$ cat src/rtl/pc_fetch.sv
// pc_fetch: architectural PC register and instruction-fetch sequencer for the
// multicycle MIPS datapath. It fetches the word at pc over a req/ack handshake,
// holds it for decode, and loads pc from the next-PC unit when decode accepts.
//
// State table
//   state  | meaning
//   S_REQ  | fetch outstanding at pc; waiting for imem_ack
//   S_HOLD | instruction held in ir for decode; waiting for ir_accept
//
// Ports
//   clk, rst            : clock, asynchronous active-high reset
//   npc        [31:2]   : next PC from the next-PC unit, sampled on accept
//   pc         [31:2]   : current PC, to the next-PC unit
//   imem_req / imem_addr: fetch request and word address (== pc)
//   imem_ack / imem_rdata / imem_err : memory response, data, fault
//   ir / ir_valid / ir_fault : held instruction, valid flag, fault flag
//   ir_accept           : decode/execute finished with ir; npc is final
//   instret    [31:0]   : count of accepted instructions
module pc_fetch #(
  parameter logic [29:0] RESET_PC = 30'h0000_0C00
) (
  input  logic        clk,
  input  logic        rst,
  input  logic [31:2] npc,
  output logic [31:2] pc,
  output logic        imem_req,
  output logic [31:2] imem_addr,
  input  logic        imem_ack,
  input  logic [31:0] imem_rdata,
  input  logic        imem_err,
  output logic [31:0] ir,
  output logic        ir_valid,
  output logic        ir_fault,
  input  logic        ir_accept,
  output logic [31:0] instret
);

  typedef enum logic {
    S_REQ  = 1'b0,
    S_HOLD = 1'b1
  } state_t;

  state_t      state_q, state_d;
  logic [31:2] pc_q, pc_d;
  logic [31:0] ir_q, ir_d;
  logic        ir_fault_q, ir_fault_d;
  logic [31:0] instret_q, instret_d;

  always_ff @(posedge clk or posedge rst) begin
    if (rst) begin
      state_q    <= S_REQ;
      pc_q       <= RESET_PC;
      ir_q       <= 32'h0;
      ir_fault_q <= 1'b0;
      instret_q  <= 32'h0;
    end else begin
      state_q    <= state_d;
      pc_q       <= pc_d;
      ir_q       <= ir_d;
      ir_fault_q <= ir_fault_d;
      instret_q  <= instret_d;
    end
  end

  always_comb begin
    state_d    = state_q;
    pc_d       = pc_q;
    ir_d       = ir_q;
    ir_fault_d = ir_fault_q;
    instret_d  = instret_q;
    case (state_q)
      S_REQ: begin
        // ir_accept is meaningless until an instruction is held.
        if (imem_ack) begin
          // A faulted fetch delivers a nop; the trap is taken from ir_fault.
          ir_d       = imem_err ? 32'h0 : imem_rdata;
          ir_fault_d = imem_err;
          state_d    = S_HOLD;
        end
      end
      S_HOLD: begin
        // A stray ack here is discarded.
        if (ir_accept) begin
          pc_d      = npc;
          instret_d = instret_q + 32'd1;
          state_d   = S_REQ;
        end
      end
      default: state_d = S_REQ;
    endcase
  end

  // The request is masked while reset is held so nothing is issued until the
  // first cycle after release.
  assign imem_req  = (state_q == S_REQ) && !rst;
  assign imem_addr = pc_q;
  assign pc        = pc_q;
  assign ir        = ir_q;
  assign ir_valid  = (state_q == S_HOLD);
  assign ir_fault  = ir_fault_q;
  assign instret   = instret_q;

endmodule

$ cat config.mk
export PLATFORM = sky130hd
export DESIGN_NAME = pc_fetch
export DESIGN_NICKNAME = d
export VERILOG_FILES = /design/src/rtl/pc_fetch.sv
export SDC_FILE = /design/constraint.sdc
export NUM_CORES = 1
export LEC_CHECK = 0
export ABC_CLOCK_PERIOD_IN_PS = 3900
export BUFFER_PORTS_ARGS = -buffer_cell sky130_fd_sc_hd__buf_2
export CORE_ASPECT_RATIO = 0.6
export CORE_MARGIN = 4
export CORE_UTILIZATION = 47
export CTS_CLUSTER_DIAMETER = 50
export CTS_CLUSTER_SIZE = 25
export DETAILED_ROUTE_END_ITERATION = 8
export PLACE_DENSITY = 0.9
export SLEW_MARGIN = 10
export SYNTH_ARGS = -nofsm -noshare
export SYNTH_HDL_FRONTEND = slang
export SYNTH_SLANG_ARGS = --single-unit
export TNS_END_PERCENT = 10
$ cat constraint.sdc
create_clock -name clk -period 3.9 [get_ports clk]
set_input_delay 0.39 -clock clk [delete_from_list [all_inputs] [get_ports clk]]
set_output_delay 0.39 -clock clk [all_outputs]
set_load 0.02 [all_outputs]
==> metrics.md, run 1 <==
| Metric | Value |
|---|---|
| Clk_lat worst skew | 0.34 ns |
| Arr. time, crit path | 2.38 ns |
| Die Width | 130 um |
| Post-route insts no fill | 639 |
| Ratio of cells with drive above 1 in the final layout | 0.478 |
| Synth Warn # | 0 |
| Netlist Area Pre-Place | 4210 um2 |
| Routed Antenna Nets | 0 |
| Finished Cell Area | 5320 um2 |
| Slew @ Worst Pin | 1.04 ns |
| Antenna violations before repair | 0 |
| Required time of the critical path | 4.12 ns |
| Starting density of the core | 0.488 |
| Critical Path End | instret[24]$_DFFE_PP0P_ |
| Largest net degree at the start of global routing | 97 |
| 1st-iter DRT viols | 89 |
| Status | finished clean |
| Max Cap Violations | 0 |
| GPL Wtd Cong | 0.807 |
| Worst-path maximum fanout | 11 |
| Hold buffers post-CTS | 0 |
| H-tree depth | 3 |
| Area post-placement | 5020 um2 |
| Lkg Pwr | 2.75 nW |
| FP Rows | 26 |
| Port bufs | 193 |
| Crit share post-route | 0.553 |
| Vias in the first global route | 3,175 |
| Cells after Synth | 364 |
| Total die area | 10,600 um2 |
| Placed insts | 623 |
| Final min period | 2.16 ns |
| VDD IR max | 283 uV |
| Reg-to-reg startpoint | instret[0]$_DFFE_PP0P_ |
| Unrepaired setup endpoints after global routing | no |
| Chip height | 81.3 um |
| Sequential area share after synthesis | 0.572 |
| Area growth from synthesis to layout | 26.5% |
| Clock net sink count | 96 |
| Async SR Flop Fraction | 1.00 |
| Distinct cells, synth | 27 |
| All-Layer GR Usage | 0.183 |
| Via count | 3,120 |
| # nets final | 590 |
| Worst setup EP type | register |
| Num CTS Buffers | 9 |
| Final HPWL DP | 7.10 mm |
| Ys flop type | dfrtp_1 |
| Clock slew at reported path FFs | 0.08 ns |
| Depth of the most critical reg-to-reg path | 5 |
| Vias/cell | 4.88 |
| Root Buffer | clkbuf_16 |
| First-pass GRT wire length | 15.3 mm |
| Fillers | 685 |
| Layout Skew | 0.00758 ns |
| DRT Pass-1 Iters | 4 |
| Core area | 8620 um2 |
| Detailed-route DRC error count | 0 |
| Hold crit path type | in2async |
| Relative slew margins | 0.302 |
| Reg-to-reg endpoint | instret[24]$_DFFE_PP0P_ |
| Drt wl/cell | 14.9 um |
| Setup TNS | 0 ns |
| Clock Tree Buf Depth | 2 |
| Num ports | 194 |
| Pwr per Cell Area | 568 nW/um2 |
| Synth Register Bits | 96 |
| Final hold vios | 0 |
| CP Class | reg2reg |
| CP startpoint kind | register |
| Post_cts resized | 0 |
| Syn_nets | 432 |
| TritonCTS clock tree | yes |
| Final setup violation count | 0 |
| Final Slew Violations | 0 |
| Final wirelength | 9.52 mm |
| Worst R2R Setup Slack | 1.74 ns |
| Grt total ovfl | 0 |
| Crit path from | instret[0]$_DFFE_PP0P_ |
| Post-Synthesis Mean Instance Area | 11.6 um2 |
| Fmax | 463 MHz |
| ANT cells | 0 |
| Setup bufs post-CTS | 0 |
| Min Hold Slack | 0.241 ns |
| Post-synth EDFFs | 0 |
==> state kept, by name, summed over array words and instances, names as in the netlist <==
register	flops
ir	32
instret	32
ir_fault	1
imem_addr	30
ir_valid	1
==> report_power, final <==
part	total, mW	internal (mW)	switching, mW
logic	0.874	0.313	0.561
registers	1.29	1.16	0.121
clock network	0.865	0.454	0.411
==> layout make-up <==
class | count | area [um2] | share of cell area
well taps | 112 | 140 | 0.0263
inverters | 5 | 23.8 | 0.00447
multi-input cells | 216 | 1480 | 0.278
repair buffers | 194 | 973 | 0.183
clock inverters | 7 | 73.8 | 0.0139
flip-flops and latches | 96 | 2400 | 0.452
clock buffers | 9 | 225 | 0.0423
==> synthesized netlist by cell type, drive strengths merged (5+ instances only) <==
cell / count / share of area
and3: 6 / 0.0089
buf: 39 / 0.065
clkbuf: 8 / 0.0071
dfrtp: 94 / 0.56
inv: 5 / 0.0045
mux2: 32 / 0.086
nand2: 39 / 0.035
nand2b: 32 / 0.048
nand3: 10 / 0.014
nand4: 15 / 0.024
nor2: 5 / 0.0045
o21ai: 33 / 0.039
xnor2: 25 / 0.052
xor2: 6 / 0.012
==> through the flow <==
step / power (mW) / util / worst slack [ns]
after global routing: 3.19 / 0.617 / 1.56
after detailed placement: 2.19 / 0.582 / 1.76
after CTS: 3.07 / 0.617 / 1.73
after floorplan: 1.95 / - / 1.01
after global placement: 2.16 / 0.582 / 1.90
final: 3.02 / 0.617 / 1.74
==> kinds of logic (layout without fill, tap and decap cells) <==
kind of cell / after synthesis / after routing / share of synthesized area
AOI/OAI and AO/OA: 33 / 33 / 0.0393
xor gates and xnor gates: 31 / 31 / 0.0645
adders and majority gates: 1 / 1 / 0.00297
buffers and inverters: 52 / 215 / 0.0767
muxes: 32 / 32 / 0.0857
DFF: 96 / 96 / 0.572
and+or+nand+nor: 119 / 119 / 0.159
==> critical path: stages (launching register included) <==
cell and delay (ns):
dfrtp_1 0.42, ha_1 0.18, nand3_2 0.12, nor4_2 0.91, nand4_1 0.22, xnor2_1 0.19
==> how the worst min path moves through the flow <==
stage / cells after the start / slack [ns] / start / to
after global routing: 2 / 0.27 / npc[5] / imem_addr[5]$_DFFE_PP0P_
after floorplan: 1 / 0.49 / ir_accept / ir_valid$_DFF_PP0_
after global placement: 2 / 0.46 / ir[9]$_DFFE_PP0P_ / ir[9]$_DFFE_PP0P_
final: 2 / 0.24 / rst / imem_addr[23]$_DFFE_PP0P_
after detailed placement: 1 / 0.47 / instret[31]$_DFFE_PP0P_ / instret[31]$_DFFE_PP0P_
after CTS: 2 / 0.27 / npc[5] / imem_addr[5]$_DFFE_PP0P_
==> cell usage in the layout, fill, tap and decap left out, types with 2 or more instances in the layout <==
cell type	instances
inv_1	4
and3_1	6
nor4_1	2
nand3_2	2
and2_1	2
xnor2_1	25
clkinv_4	2
nand3_1	8
nand2_2	2
nand2b_1	32
nand2_1	37
nand4_1	14
xor2_1	6
inv_6	3
mux2_2	32
clkbuf_16	9
nor2_1	5
nor3_1	2
and4_1	4
dfstp_2	2
buf_2	193
inv_8	2
o21ai_0	33
dfrtp_1	94
==> metal layers <==
metal | vias to the layer above | GRT usage | share of wire
li1 | 1508 | - | -
met1 | 1461 | 0.218 | 0.40
met2 | 143 | 0.304 | 0.47
met3 | 8 | 0.0775 | 0.12
met4 | 0 | 0.0560 | 0.0076
met5 | - | 0 | 0
No activity file was read; power rests on OpenSTA's default activity.
==> run 2: changes to the inputs <==
- ABC_AREA: not set -> 1
- ABC_CLOCK_PERIOD_IN_PS: 3900 -> 1850
- CORE_UTILIZATION: 47 -> 43
- PLACE_DENSITY: 0.9 -> 0.87
- clock period: 3.9 -> 1.85 ns (I/O delays scaled with it)
==> run 2 against run 1 <==
Flip-flop and latch count unchanged. Sequential share of layout area shrank 1.8 points. Final cell count up 20%. Clock skew down 0.00098 ns. First-iteration DRC count grew to 3.0 times the previous value. Via count rose by 18%. Synthesized area rose by 3.5%. Non-clock buffer count rose by 7. Global-route usage up 1.3 points. Hold slack worse by 0.21 ns. Synthesized cell count increased by 25%. Highest routed layer unchanged.
==> metrics.md, run 2 <==
| Metric | Value |
|---|---|
| 1st-iter DRT viols | 269 |
| Largest net degree at the start of global routing | 56 |
| Final setup violation count | 0 |
| Starting density of the core | 0.440 |
| Cell family with most CP delay | simple AND/OR/NAND/NOR gates |
| CP max-delay cell | dfrtp_1 |
| Largest family of logic cells by synthesized area | simple AND/OR/NAND/NOR gates |
| Commonest non-fill, non-tap cells in the layout | 193 x buf_2, 155 x nand2_1, 94 x dfrtp_1 |
| Final wirelength | 11.3 mm |
| Antenna violations before repair | 0 |
| Hold Path Sink | imem_addr[21]$_DFFE_PP0P_ |
| Crit share post-route | 0.854 |
| Largest cells by area after synthesis | dfrtp_1 54%, nand2_1 13%, a22o_1 6.4% |
| Synth Warn # | 0 |
| Syn_nets | 524 |
| Synth top area share | 0.541 |
| Post_cts resized | 0 |
| Clk_lat worst skew | 0.34 ns |
| Commonest non-fill, non-tap cell in the layout | buf_2 |
| Synth Area in Adders | 0.00288 |
| Cells along the critical path | ha_1, nand3_2, nor2_4, nand2_2, nor2_2, nand2_1, xnor2_1 |
| Detailed-route DRC error count | 0 |
| Status | finished clean |
| Total die area | 11,800 um2 |
| Multiplexer area fraction after synthesis | 0 |
| Final Slew Violations | 0 |
| Fmax | 633 MHz |
| Reg-to-reg startpoint | instret[0]$_DFFE_PP0P_ |
| Lkg Pwr | 3.03 nW |
| Worst R2R Setup Slack | 0.27 ns |
| CP startpoint kind | register |
| VDD IR max | 520 uV |
| Hold crit path type | in2reg |
| Post-synth EDFFs | 0 |
| Ratio of cells with drive above 1 in the final layout | 0.379 |
| Unrepaired setup endpoints after global routing | no |
| Critical hold path startpoint | npc[21] |
| Arr. time, crit path | 1.80 ns |
| Synth Register Bits | 96 |
| CP Class | reg2reg |
| Port bufs | 193 |
| Required time of the critical path | 2.07 ns |
| Worst-path maximum fanout | 4 |
| Setup bufs post-CTS | 0 |
| Netlist Area Pre-Place | 4350 um2 |
| FP Rows | 28 |
| Fillers | 859 |
| Post-Synthesis Mean Instance Area | 9.54 um2 |
| Root Buffer | clkbuf_16 |
| # nets final | 693 |
| Post-synth top cells | 155 x nand2_1, 94 x dfrtp_1, 34 x nor2_1 |
| CP bufs+invs | 0 |
| Relative slew margins | 0.670 |
| Num CTS Buffers | 9 |
| Final HPWL DP | 8.80 mm |
| Sequential area share after synthesis | 0.553 |
| Setup TNS | 0 ns |
| Clock Tree Buf Depth | 2 |
| Chip height | 85.9 um |
| TritonCTS clock tree | yes |
| Vias/cell | 4.83 |
| Drt wl/cell | 14.8 um |
| XOR/XNOR Fraction of Synth Area | 0.0463 |
| Pwr per Cell Area | 1120 nW/um2 |
| Simple-gate portion of the synthesized area | 0.240 |
| Max Cap Violations | 0 |
| Async SR Flop Fraction | 1.00 |
| Final hold vios | 0 |
| GPL Wtd Cong | 0.907 |
| Final min period | 1.58 ns |
| Largest stage delay, worst path | 0.42 ns |
| DRT Pass-1 Iters | 5 |
| Routed Antenna Nets | 0 |
| Compound-Gate Fraction of Synth Area | 0.0667 |
| Vias in the first global route | 3,677 |
| Clock slew at reported path FFs | 0.07 ns |
| Clock net sink count | 96 |
| H-tree depth | 3 |
| Fin util | 0.561 |
| Worst setup EP type | register |
| Depth of the most critical reg-to-reg path | 7 |
| All-Layer GR Usage | 0.196 |
| Distinct cells, synth | 27 |
| First-pass GRT wire length | 18.2 mm |
| Area growth from synthesis to layout | 27.5% |
| Grt total ovfl | 0 |
| Reg-to-reg endpoint | instret[18]$_DFFE_PP0P_ |
| Yosys top cell by area | dfrtp_1 |
| Via count | 3,694 |
| Num ports | 194 |
| Slew @ Worst Pin | 0.495 ns |
| Ys flop type | dfrtp_1 |
| Hold Path Cell Cnt | 3 |
| Layout Skew | 0.00661 ns |
| Core area | 9880 um2 |
| ANT cells | 0 |
| Hold buffers post-CTS | 1 |
| Most common cell in the netlist | nand2_1 |
| Cells after Synth | 456 |
| Die Width | 138 um |
==> run 2: cell count changes after synthesis, moves of 5 or more <==
cell | previous run | this run
o21ai_0 | 33 | 0
nand4_1 | 14 | 9
mux2_2 | 32 | 0
a22o_1 | 0 | 32
and3_1 | 6 | 0
clkbuf_1 | 8 | 3
inv_1 | 5 | 24
xor2_1 | 6 | 11
xnor2_1 | 25 | 12
nor2_1 | 5 | 34
nand2b_1 | 32 | 0
nand2_1 | 38 | 155
nor2_4 | 0 | 7
==> run 2: metal layers <==
metal / vias up / part of all wire / track usage
li1: 1760 / - / -
met1: 1745 / 0.41 / 0.256
met2: 175 / 0.49 / 0.318
met3: 14 / 0.083 / 0.0569
met4: 0 / 0.013 / 0.0646
met5: - / 0 / 0
==> run 2: logic make-up (layout without fill, tap and decap cells) <==
group,count (synthesis),after routing
buf+inv,69,243
xor+xnor,23,23
compound gates,34,34
flops,96,96
fa+ha+maj,1,1
simple gates,233,233
==> run 2: worst reg2reg max path, delay by kind of cell (launching register included) <==
kind                     cells  cell delay, ns
adder cells (fa/ha/maj)      1            0.24
XOR/XNOR                     1            0.13
AND/OR/NAND/NOR              5            0.66
flip-flops                   1            0.42
==> run 2: report_power, final <==
part	switching (mW)	total, mW	internal [mW]
combinational	1.15	1.75	0.600
sequential	0.267	2.70	2.43
clock	0.822	1.76	0.933
==> run 2: per-stage QoR <==
stage / total power, mW / hold slack [ns] / worst slack (ns) / cell area (um2) / cells
after detailed placement: 4.50 / 0.312 / 0.322 / 5260 / 748
after global routing: 6.51 / 0.0297 / 0.189 / 5550 / 765
after global placement: 4.44 / 0.301 / 0.429 / 5260 / 748
final: 6.20 / 0.0333 / 0.271 / 5550 / 765
after floorplan: 3.96 / 0.276 / 0.334 / 4360 / 456
after CTS: 6.28 / 0.0202 / 0.288 / 5550 / 765
==> run 2: layout make-up <==
class                           instances  area (um2)  area share
Clock buffer                           10         229      0.0413
Clock inverter                          6        52.6     0.00947
Inverter                               26         101      0.0183
Timing Repair Buffer                  201        1040       0.188
Sequential cell                        96        2400       0.434
Multi-Input combinational cell        291        1550       0.279
Tap cell                              135         169      0.0305
==> run 2: worst max path at each step <==
stage	startpoint	to	slack, ns	cells past startpoint
CTS	instret[0]$_DFFE_PP0P_	instret[18]$_DFFE_PP0P_	0.29	7
finish	instret[0]$_DFFE_PP0P_	instret[18]$_DFFE_PP0P_	0.27	7
global placement	instret[0]$_DFFE_PP0P_	instret[18]$_DFFE_PP0P_	0.43	7
detailed placement	instret[0]$_DFFE_PP0P_	instret[18]$_DFFE_PP0P_	0.32	7
floorplan	instret[0]$_DFFE_PP0P_	instret[18]$_DFFE_PP0P_	0.33	7
global route	instret[0]$_DFFE_PP0P_	instret[18]$_DFFE_PP0P_	0.19	7
==> run 3: changes to the inputs <==
==> constraint.sdc (replaced) <==
create_clock -name clk -period 1.85 [get_ports clk]
set_input_delay 0.37 -clock clk [delete_from_list [all_inputs] [get_ports clk]]
set_output_delay 0.37 -clock clk [all_outputs]
set_load 0.02 [all_outputs]
==> run 3 against run 2 <==
Via count is 0.79% lower. Final cell count is 0.13% lower. Design area is 0.18% lower. Critical endpoint unchanged.
==> metrics.md, run 3 (synthesis results as in run 2) <==
| Metric | Value |
|---|---|
| Layout Skew | 0.00738 ns |
| Required time of the critical path | 2.07 ns |
| Final HPWL DP | 8.66 mm |
| Num ports | 194 |
| Max Cap Violations | 0 |
| Fillers | 900 |
| Post_cts resized | 0 |
| Vias in the first global route | 3,585 |
| Via count | 3,665 |
| Worst setup EP type | register |
| Largest stage delay, worst path | 0.41 ns |
| Cells along the critical path | ha_1, nand3_2, nor2_4, nand2_2, nor2_2, nand2_1, xnor2_1 |
| Clock slew at reported path FFs | 0.07 ns |
| Post-route insts no fill | 764 |
| DRT Pass-1 Iters | 4 |
| Placed insts | 748 |
| CP startpoint kind | register |
| Starting density of the core | 0.440 |
| Final hold vios | 0 |
| Core area | 9880 um2 |
| First-pass GRT wire length | 17.9 mm |
| Detailed-route DRC error count | 0 |
| Relative slew margins | 0.592 |
| VDD IR max | 616 uV |
| GPL Wtd Cong | 0.908 |
| Register area | 2400 um2 |
| Slew @ Worst Pin | 0.612 ns |
| Final min period | 1.54 ns |
| Final Slew Violations | 0 |
| Arr. time, crit path | 1.76 ns |
| Cell family with most CP delay | simple AND/OR/NAND/NOR gates |
| Footprint of the multi-input gates | 1550 um2 |
| Die Width | 138 um |
| Setup TNS | 0 ns |
| Worst-path maximum fanout | 4 |
| Lkg Pwr | 3.04 nW |
| Clk_lat worst skew | 0.34 ns |
| 1st-iter DRT viols | 220 |
| Num CTS Buffers | 9 |
| Fmax | 649 MHz |
| Setup bufs post-CTS | 0 |
| TritonCTS clock tree | yes |
| Total die area | 11,800 um2 |
| Final setup violation count | 0 |
| Hold crit path type | in2reg |
| Root Buffer | clkbuf_16 |
| Hold buffers post-CTS | 0 |
| Pwr per Cell Area | 1130 nW/um2 |
| Final wirelength | 11.2 mm |
| H-tree depth | 3 |
| All-Layer GR Usage | 0.193 |
| CP Class | reg2reg |
| Vias/cell | 4.80 |
| Ratio of cells with drive above 1 in the final layout | 0.382 |
| Crit share post-route | 0.832 |
| Clock Tree Buf Depth | 2 |
| Status | finished clean |
| Commonest non-fill, non-tap cell in the layout | buf_2 |
| Routed Antenna Nets | 0 |
| FP Rows | 28 |
| # nets final | 692 |
| Drt wl/cell | 14.7 um |
| Area growth from synthesis to layout | 27.2% |
| Commonest non-fill, non-tap cells in the layout | 193 x buf_2, 155 x nand2_1, 94 x dfrtp_1 |
| Largest net degree at the start of global routing | 50 |
| Port bufs | 193 |
| ANT cells | 0 |
| CP bufs+invs | 0 |
| Unrepaired setup endpoints after global routing | no |
| Chip height | 85.9 um |
| Grt total ovfl | 0 |
| Antenna violations before repair | 0 |
| CP max-delay cell | dfrtp_1 |
| Clock net sink count | 96 |
run 3: path summary, 6_finish.rpt:
check	end	slack [ns]	start	cells past startpoint
max	instret[18]$_DFFE_PP0P_	0.31	instret[0]$_DFFE_PP0P_	7
min in group asynchronous	ir[4]$_DFFE_PP0P_	0.22	rst	3
max reg2reg	instret[18]$_DFFE_PP0P_	0.31	instret[0]$_DFFE_PP0P_	7
min	imem_addr[12]$_DFFE_PP1P_	0.21	npc[12]	3
max in group asynchronous	instret[18]$_DFFE_PP0P_	1.20	rst	3
min reg2reg	imem_addr[12]$_DFFE_PP1P_	0.48	imem_addr[12]$_DFFE_PP1P_	2
run 3: report_power, final:
group | internal [mW] | switching (mW)
Sequential | 2.43 | 0.263
Clock | 0.980 | 0.841
Combinational | 0.594 | 1.14
run 3: layer usage:
metal / global-route usage / share of wire / up-vias
li1: - / - / 1763
met1: 0.253 / 0.41 / 1728
met2: 0.305 / 0.49 / 156
met3: 0.0645 / 0.094 / 18
met4: 0.0610 / 0.013 / 0
met5: 0 / 0 / -
run 3: final cells by class:
class	instances	share of cell area
tap	135	0.0305
inverter	26	0.0183
clock buffer	10	0.0432
sequential	96	0.434
multi-input combinational	291	0.280
clock inverter	6	0.00994
timing repair buffer	200	0.184
run 3: metrics by stage:
step	hold slack [ns]	area, um2	setup WS, ns	total power [mW]	utilization
2_1_floorplan	0.461	4360	0.334	3.96	-
3_3_place_gp	0.461	5240	0.406	4.43	0.531
3_5_place_dp	0.476	5240	0.329	4.48	0.531
4_1_cts	0.199	5540	0.298	6.33	0.560
5_1_grt	0.213	5540	0.181	6.58	0.560
6_report	0.215	5540	0.310	6.25	0.560
run 3: worst min-delay path, stage by stage:
cell     delay (ns)
buf_2          0.09
nand2_1        0.05
nand2_1        0.04
